File: src/rtl/game_timing_pkg.sv
// Shared timing types and defaults for the whack-a-mole pace logic.
// Pure declarations; no clocked logic and no flow control of its own.
package game_timing_pkg;

  typedef enum logic [1:0] {
    IDLE   = 2'd0,
    RUN    = 2'd1,
    PAUSED = 2'd2,
    DONE   = 2'd3
  } state_e;

  localparam int unsigned DEF_BASE_DIV    = 32'd9999999;
  localparam int unsigned DEF_STEP_DIV    = 32'd1000000;
  localparam int unsigned DEF_MIN_DIV     = 32'd2000000;
  localparam int unsigned DEF_ROUND_TICKS = 32'd30;

  // max(base - red, floor_div); a reduction at or past base clamps to the floor.
  function automatic logic [63:0] clamp_div(input logic [63:0] base,
                                            input logic [63:0] red,
                                            input logic [63:0] floor_div);
    logic [63:0] d;
    d = (red >= base) ? 64'd0 : (base - red);
    return (d < floor_div) ? floor_div : d;
  endfunction

endpackage

File: src/rtl/period_counter.sv
// Free-running period counter: hit when count equals the latched terminal, then wraps to 0.
// hit is combinational from registered state; en low freezes the count (no other backpressure).
module period_counter #(
  parameter int unsigned CNT_W = 32
) (
  input  logic             clk,
  input  logic             reset,
  input  logic             clr,
  input  logic             en,
  input  logic             load,
  input  logic [CNT_W-1:0] term,
  output logic             hit
);

  logic [CNT_W-1:0] cnt_q;
  logic [CNT_W-1:0] term_q;

  assign hit = en && (cnt_q == term_q);

  always_ff @(posedge clk or posedge reset) begin
    if (reset) begin
      cnt_q  <= '0;
      term_q <= '0;
    end else begin
      if (load) begin
        term_q <= term;
      end
      if (clr || hit) begin
        cnt_q <= '0;
      end else if (en) begin
        cnt_q <= cnt_q + 1'b1;
      end
    end
  end

endmodule

File: src/rtl/difficulty_tick_scheduler.sv
// Game-pace tick generator: one-cycle tick every div+1 cycles, round of ROUND_TICKS, all outputs registered.
// pause level freezes the round (1-cycle latency); optional slow_clk square wave under DIFF_SCHED_SQUARE_OUT_EN.
module difficulty_tick_scheduler
  import game_timing_pkg::*;
#(
  parameter int unsigned BASE_DIV    = DEF_BASE_DIV,
  parameter int unsigned STEP_DIV    = DEF_STEP_DIV,
  parameter int unsigned MIN_DIV     = DEF_MIN_DIV,
  parameter int unsigned LEVEL_W     = 3,
  parameter int unsigned ROUND_TICKS = DEF_ROUND_TICKS,
  parameter int unsigned CNT_W       = 32
) (
  input  logic               clk,
  input  logic               reset,
  input  logic               start,
  input  logic               pause,
  input  logic               level_up,
  output logic               tick,
  output logic               round_done,
  output logic               busy,
  output logic [LEVEL_W-1:0] level,
`ifdef DIFF_SCHED_SQUARE_OUT_EN
  output logic               slow_clk,
`endif
  output logic [7:0]         ticks_left
);

  localparam logic [LEVEL_W-1:0] LEVEL_MAX  = '1;
  localparam logic [7:0]         ROUND_LEFT = 8'(ROUND_TICKS);
  localparam logic [CNT_W-1:0]   BASE_TERM  = CNT_W'(BASE_DIV);

  state_e             state_q, state_d;
  logic               tick_q, tick_d;
  logic               done_q, done_d;
  logic               busy_q, busy_d;
  logic [LEVEL_W-1:0] level_q, level_d;
  logic [7:0]         left_q, left_d;
  logic               cnt_clr, cnt_en, cnt_load, hit;
  logic [CNT_W-1:0]   next_div, term_d;

  // 64-bit arithmetic covers CNT_W+LEVEL_W so level*STEP_DIV cannot wrap.
  assign next_div = CNT_W'(clamp_div(64'(BASE_DIV), 64'(level_q) * 64'(STEP_DIV), 64'(MIN_DIV)));

  period_counter #(.CNT_W(CNT_W)) u_period (
    .clk   (clk),
    .reset (reset),
    .clr   (cnt_clr),
    .en    (cnt_en),
    .load  (cnt_load),
    .term  (term_d),
    .hit   (hit)
  );

  always_comb begin
    state_d  = state_q;
    level_d  = level_q;
    left_d   = left_q;
    tick_d   = 1'b0;
    done_d   = 1'b0;
    cnt_clr  = 1'b0;
    cnt_en   = 1'b0;
    cnt_load = 1'b0;
    term_d   = next_div;
    case (state_q)
      IDLE, DONE: begin
        // busy_q is still high in the round_done cycle, so a start there is ignored.
        if (start && !busy_q) begin
          state_d  = RUN;
          cnt_clr  = 1'b1;
          cnt_load = 1'b1;
          term_d   = BASE_TERM;
          level_d  = '0;
          left_d   = ROUND_LEFT;
        end
      end
      RUN: begin
        cnt_en = 1'b1;
        if (hit) begin
          tick_d   = 1'b1;
          cnt_load = 1'b1;
          left_d   = left_q - 8'd1;
          done_d   = (left_q == 8'd1);
        end
        if (done_d) begin
          state_d = DONE;
        end else if (pause) begin
          state_d = PAUSED;
        end
        if (level_up && (level_q != LEVEL_MAX)) begin
          level_d = level_q + 1'b1;
        end
      end
      PAUSED: begin
        if (!pause) begin
          state_d = RUN;
        end
        if (level_up && (level_q != LEVEL_MAX)) begin
          level_d = level_q + 1'b1;
        end
      end
      default: state_d = IDLE;
    endcase
    busy_d = (state_d == RUN) || (state_d == PAUSED) || done_d;
  end

  always_ff @(posedge clk or posedge reset) begin
    if (reset) begin
      state_q <= IDLE;
      tick_q  <= 1'b0;
      done_q  <= 1'b0;
      busy_q  <= 1'b0;
      level_q <= '0;
      left_q  <= '0;
    end else begin
      state_q <= state_d;
      tick_q  <= tick_d;
      done_q  <= done_d;
      busy_q  <= busy_d;
      level_q <= level_d;
      left_q  <= left_d;
    end
  end

  assign tick       = tick_q;
  assign round_done = done_q;
  assign busy       = busy_q;
  assign level      = level_q;
  assign ticks_left = left_q;

`ifdef DIFF_SCHED_SQUARE_OUT_EN
  logic slow_q;

  always_ff @(posedge clk or posedge reset) begin
    if (reset) begin
      slow_q <= 1'b0;
    end else if (tick_d) begin
      slow_q <= ~slow_q;
    end
  end

  assign slow_clk = slow_q;
`endif

endmodule

File: config.mk
export PLATFORM = sky130hd
export DESIGN_NAME = difficulty_tick_scheduler
export DESIGN_NICKNAME = d
export VERILOG_FILES = /design/src/rtl/game_timing_pkg.sv /design/src/rtl/period_counter.sv /design/src/rtl/difficulty_tick_scheduler.sv
export SDC_FILE = /design/constraint.sdc
export NUM_CORES = 1
export LEC_CHECK = 0
export ABC_AREA = 1
export CAP_MARGIN = 5
export CORE_MARGIN = 2
export CORE_UTILIZATION = 57
export CTS_BUF_LIST = sky130_fd_sc_hd__clkbuf_4
export DETAILED_ROUTE_END_ITERATION = 10
export PLACE_DENSITY = 0.88
export SETUP_SLACK_MARGIN = 0.02
export SKIP_LAST_GASP = 1
export SYNTH_ARGS = -nofsm -noshare
export SYNTH_HDL_FRONTEND = slang
export SYNTH_SLANG_ARGS = --single-unit
File: constraint.sdc
create_clock -name clk -period 2.16 [get_ports clk]
set_input_delay 0.324 -clock clk [delete_from_list [all_inputs] [get_ports clk]]
set_output_delay 0.324 -clock clk [all_outputs]
set_load 0.03 [all_outputs]
# --- After elaboration in Yosys (flattened, before gate mapping) ---
# Index checks and enable logic that the tools add are counted.
word_totals:
  regBits: 80
  in_bits: 5
  out_inout_bits: 14
  elab_cells: 64
op_classes:
  n_addsub: 4
  n_mul: 1
  magnitude_cmp: 1
  eq_ne: 11
  n_mux: 25
  reduce_logical: 14
ops:
  columns: ["cell", "count"]
  rows:
  - ["32-bit 2-to-1 mux", 5]
  - ["64-bit by 21-bit less-than comparator with 1-bit output, second input constant", 1]
  - ["32-bit by 1-bit adder with 32-bit output, second input constant", 1]
  - ["32-bit == test", 1]
  - ["24-bit by 23-bit subtractor with 25-bit output, first input constant", 1]
  - ["3-bit by 14-bit multiplier with 17-bit output, second input constant", 1]
  - ["8-bit 2-to-1 mux", 2]
  - ["8-bit one-hot mux with 2 select lines", 1]
  - ["8-bit by 1-bit == test with 1-bit output, second input constant", 1]
  - ["1-bit 2-to-1 mux", 8]
  - ["2-bit 2-to-1 mux", 4]
  - ["8-bit by 1-bit subtractor with 8-bit output, second input constant", 1]
  - ["2-bit == test, second input constant", 3]
  - ["3-bit 2-to-1 mux", 2]
  - ["2-bit one-hot mux with 3 select lines", 1]
  - ["3-bit one-hot mux with 2 select lines", 1]
  - ["2-bit by 1-bit == test with 1-bit output, second input constant", 2]
  - ["2-bit by 1-bit != test with 1-bit output, second input constant", 2]
  - ["2-bit nonzero test", 2]
  - ["2-bit OR reduction", 2]
  - ["3-bit by 1-bit adder with 3-bit output, second input constant", 1]
  - ["1-bit logical AND", 3]
  - ["1-bit logical OR", 3]
  - ["3-bit != test, second input constant", 1]
  - ["other kinds (6)", 6]

# --- Depth between registers and ports, before layout ---
depth:
  ltp_word: 10
  mapped_depth: 16
  mapped_depth_nobuf: 16

# --- Cells and area by module ---
# From an unflattened synthesis, not the netlist that was laid out.
unflattened:
  cells_unflattened: 787
  area_unflattened_um2: 5651.7
modules_own_cells:
  columns: ["module", "n_inst", "cells_each", "area_per_inst_um2", "seq_area_each_um2"]
  rows:
  - ["period_counter", 1, 530, 3887.5, 1601.5]
  - ["difficulty_tick_scheduler", 1, 257, 1764.2, 400.4]

# --- Worst setup path before layout ---
# Ideal clock, no wire load.
synth_path:
  path_kind: "register -> register"
  from: "register level_q[0], in the netlist level[0]"
  to: "register u_period.term_q[21]"
  setup_time_ps: 121
  t_arrival_ps: 2498
  required_time_ps: 2039
  slack_ps: -458
  path_stages_with_launch: 13
  n_path_buf: 0
  period_less_slack_ps: 2618
  cell_sequence: "dfrtp_1 -> inv_1 -> ha_1 -> ha_1 -> inv_1 -> fa_1 -> xnor2_1 -> nand2_1 -> inv_1 -> nand2_1 -> xnor2_1 -> nand3_1 -> o21ai_1"
synth_between:
  elab_chain_cells: 6
synth_rtl:
  columns: ["item", "line_no", "rtl"]
  rows:
  - ["start: declaration", "difficulty_tick_scheduler.sv:36", "logic [LEVEL_W-1:0] level_q, level_d;"]
  - ["start signal: assignment", "difficulty_tick_scheduler.sv:119", "level_q <= level_d;"]
  - ["3-bit by 14-bit multiplier with 17-bit output *", "difficulty_tick_scheduler.sv:42", "assign next_div = CNT_W'(clamp_div(64'(BASE_DIV), 64'(level_q) * 64'(STEP_DIV), 64'(MIN_DIV)));"]
  - ["24-bit by 23-bit subtractor with 25-bit output *", "game_timing_pkg.sv:22", "d = (red >= base) ? 64'd0 : (base - red);"]
  - ["64-bit by 21-bit less-than comparator with 1-bit output", "game_timing_pkg.sv:23", "return (d < floor_div) ? floor_div : d;"]
  - ["32-bit 2-to-1 mux *", "game_timing_pkg.sv:23", null]
  - ["32-bit 2-to-1 mux", "difficulty_tick_scheduler.sv:67", "if (start && !busy_q) begin"]
  - ["32-bit 2-to-1 mux *", "difficulty_tick_scheduler.sv:64", "case (state_q)"]
  - ["end signal: assignment", "period_counter.sv:26", "term_q <= term;"]
  - ["end: declaration", "period_counter.sv:16", "logic [CNT_W-1:0] term_q;"]
# Mark *: on every way between the ends. The rest lies on a longest branch, timed or not.
# A chain may end at the register's enable or synchronous reset.

# --- Worst setup path after layout ---
layout_path:
  from: "register level_q[2], in the netlist level[2]"
  to: "register u_period.term_q[21]"
# Same word-level chain as after synthesis.

==> impl_metrics.py <==
metrics = {
    "global_routing": {
        "grt-ovfl-total": 0,
        "grt_pass1_wl_um": 18300,
        "antenna_found_initial": 0,
        "grt_max_degree": 35,
        "grt_usage": 0.274,
        "grt_pass1_vias": 4060,
    },
    "worst_setup_path": {
        "critPathKind": "register to register",
        "cp_max_fo": 3,
        "cp.arrival_ns": 2.62,
        "max_stage_delay_ns": 0.60,
        "critPathLaunchType": "register",
        "cp_num_buf_inv": 2,
        "cp_top_family": "adder cells",
        "crit_required_ns": 2.53,
        "slowest_stage": "fa_2",
        "endpoint_kind": "register",
        "crit_chain": "fa_2 > inv_2 > fa_2 > xnor2_2 > nand2_1 > inv_2 > nand2_1 > xnor2_1 > nand3_1 > o21ai_1",
    },
    "logic_synthesis": {
        "synth.distinct_cells": 43,
        "synth_edf_count": 0,
        "yosys.area.top_type_share": 0.381,
        "ys.flop_type": "dfrtp_1",
        "yosysSeqAreaShare": 0.381,
        "synth_area_leaders": "dfrtp_1 (38%), nand2_1 (12%), inv_1 (7.1%), ha_1 (5.5%), nor2_1 (5.1%)",
        "syn_area_per_cell_um2": 7.48,
        "synth_fp_nets": 607,
        "synth.largest_area_cell": "dfrtp_1",
        "synth.most_common_cell": "nand2_1",
        "yosys_warnings": 0,
        "syn_area_um2": 4340,
        "syn-instance-count": 580,
        "ys_ff_latch": 66,
        "synthTopCellsByCount": "nand2_1 (136), inv_1 (82), dfrtp_1 (66), nor2_1 (59), a21oi_1 (32)",
        "synthArstFlopShare": 1.00,
    },
    "timing": {
        "hold_ws_ns": 0.280,
        "setup_slack_ns": -0.0832,
        "timing_worst_slew_pin_value_ns": 0.429,
        "post-route-period-util": 1.04,
        "rsz0062_at_grt": "true",
        "min_period_ns": 2.24,
        "slew_viol_final": 0,
        "hold_viol": 0,
        "setup_viol": 3,
        "finClkSkew_ns": 0.0193,
        "timing.fmax_mhz": 446,
        "slew_headroom": 0.714,
    },
    "cells_and_area": {
        "n_antenna_cell": 0,
        "final_area_um2": 5260,
        "syn_to_final_growth_pct": 21.2,
        "layout-drive-gt1-share": 0.206,
        "fill_cells": 547,
        "fin_nets": 664,
    },
    "clocking": {
        "cts_tree": "yes",
        "clkTransAtPathRegs_ns": 0.12,
        "clock_path_buffers": 2,
        "ctsHoldBuffers": 0,
        "root_buffer": "clkbuf_4",
        "cts_max_level": 3,
        "clk_latency_ns": 0.44,
        "cts_buffers": 9,
        "cts_sinks": 66,
    },
    "status": {
        "outcome": "finished with violations",
        "violations": "setup timing",
    },
    "pwr": {
        "finalPower_w": 0.00661,
        "vdd_drop_max_uv": 1100,
        "cellPowerDensity_nw_per_um2": 1260,
        "leakage_nw": 2.46,
    },
    "floorplan": {
        "die_x_um": 91.3,
        "fp.dieH_um": 91.3,
        "placementRows": 31,
        "die_area_um2": 8330,
        "ios": 19,
        "core-area_um2": 7330,
        "start_util": 0.592,
    },
    "run": {
        "drv_cap": 0,
    },
    "placement": {
        "gp_congestion": 0.926,
        "place_area_um2": 4850,
        "port_buffers": 18,
        "dp_hpwl_um": 8300,
    },
    "route": {
        "wl_um": 11600,
        "wire_per_inst_um": 15.7,
        "drc": 0,
        "antenna_left": 0,
        "vias": 4166,
        "dr.pass1.iters": 5,
        "via_per_inst": 5.62,
        "drtIter0Drc": 313,
    },
    "hold_path": {
        "hold_class": "input port to async pin",
    },
}
-- where the power goes --
part	total [W]	internal (W)	switching, W	leakage (nW)
Sequential	0.00165	0.00148	0.000170	0.839
Clock	0.00108	0.000585	0.000492	0.0963
Combinational	0.00389	0.00160	0.00229	1.53
Total	0.00661	0.00366	0.00295	2.46
-- stage by stage --
step | std cells | worst slack, ns | setup TNS, ns | util
after floorplan | 580 | -0.121 | -0.218 | -
after global placement | 715 | -0.0383 | -0.0430 | 0.661
after detailed placement | 715 | -0.167 | -0.336 | 0.661
after CTS | 735 | -0.0757 | -0.0798 | 0.697
after global routing | 741 | -0.206 | -0.482 | 0.717
final | 741 | -0.0832 | -0.181 | 0.717
-- routing by layer --
layer | up-vias | global-route usage | routed length (um)
li1 | 1973 | - | -
met1 | 1994 | 0.334 | 4510
met2 | 161 | 0.480 | 6010
met3 | 38 | 0.0448 | 741
met4 | 0 | 0.116 | 377
met5 | - | 0 | 0
-- layout make-up --
type	count	area [um^2]	share of cell area
repair buffers	55	502	0.0954
clock inverters	7	116	0.0221
multi-input cells	410	2430	0.462
flip-flops and latches	66	1660	0.315
well taps	99	124	0.0236
inverters	95	363	0.0690
clock buffers	9	67.6	0.0128
-- kinds of logic (layout without fill, tap and decap cells) --
kind of cell,after synthesis,in the layout,synth area share
AOI/OAI and AO/OA,85,85,0.118
xor gates and xnor gates,19,19,0.0384
adders and majority gates,22,22,0.0686
buffers and inverters,104,166,0.0966
DFF,66,66,0.381
and+or+nand+nor,284,284,0.298
-- worst paths after layout --
path	start	to	slack, ns	cells after the start
max	level[2]	u_period.term_q[21]	-0.08	10
min	reset	u_period.cnt_q[3]	0.28	3
max reg2reg	level[2]	u_period.term_q[21]	-0.08	10
min reg2reg	u_period.cnt_q[29]	u_period.cnt_q[29]	0.55	1
max in group asynchronous	reset	level[2]	1.53	3
min in group clk	level_up	level[2]	0.52	3
-- timing repair --
action,4_1_cts,5_1_grt
gates resized for setup,6,27
setup endpoints to repair,4,37
cloned,0,0
pin swaps,4,17
buffers inserted,4,6
-- state kept, by name (all words and copies together), names as in the netlist --
register,flops
u_period.cnt_q,32
ticks_left,8
u_period.term_q,18
round_done,1
tick,1
busy,1
state_q,2
level,3
-- tightest hold or removal path, cell delays in order --
cell,delay (ns)
clkdlybuf4s50_1,0.41
inv_2,0.06
buf_4,0.37
-- cell usage in the layout, fill, tap and decap left out, types with 4 or more instances in the layout --
cell type / n
a21oi_1: 30
buf_4: 33
clkbuf_4: 9
clkdlybuf4s50_1: 17
dfrtp_1: 63
ha_1: 14
ha_4: 4
inv_1: 75
inv_2: 16
nand2_1: 133
nand2_2: 7
nand2_4: 4
nand3_1: 28
nand4_1: 11
nor2_1: 56
nor2_2: 11
nor3_1: 9
nor4_1: 7
o21ai_0: 26
o21ai_1: 5
o22ai_2: 6
xnor2_1: 4
xor2_1: 12
(Power assumes the default switching activity.)
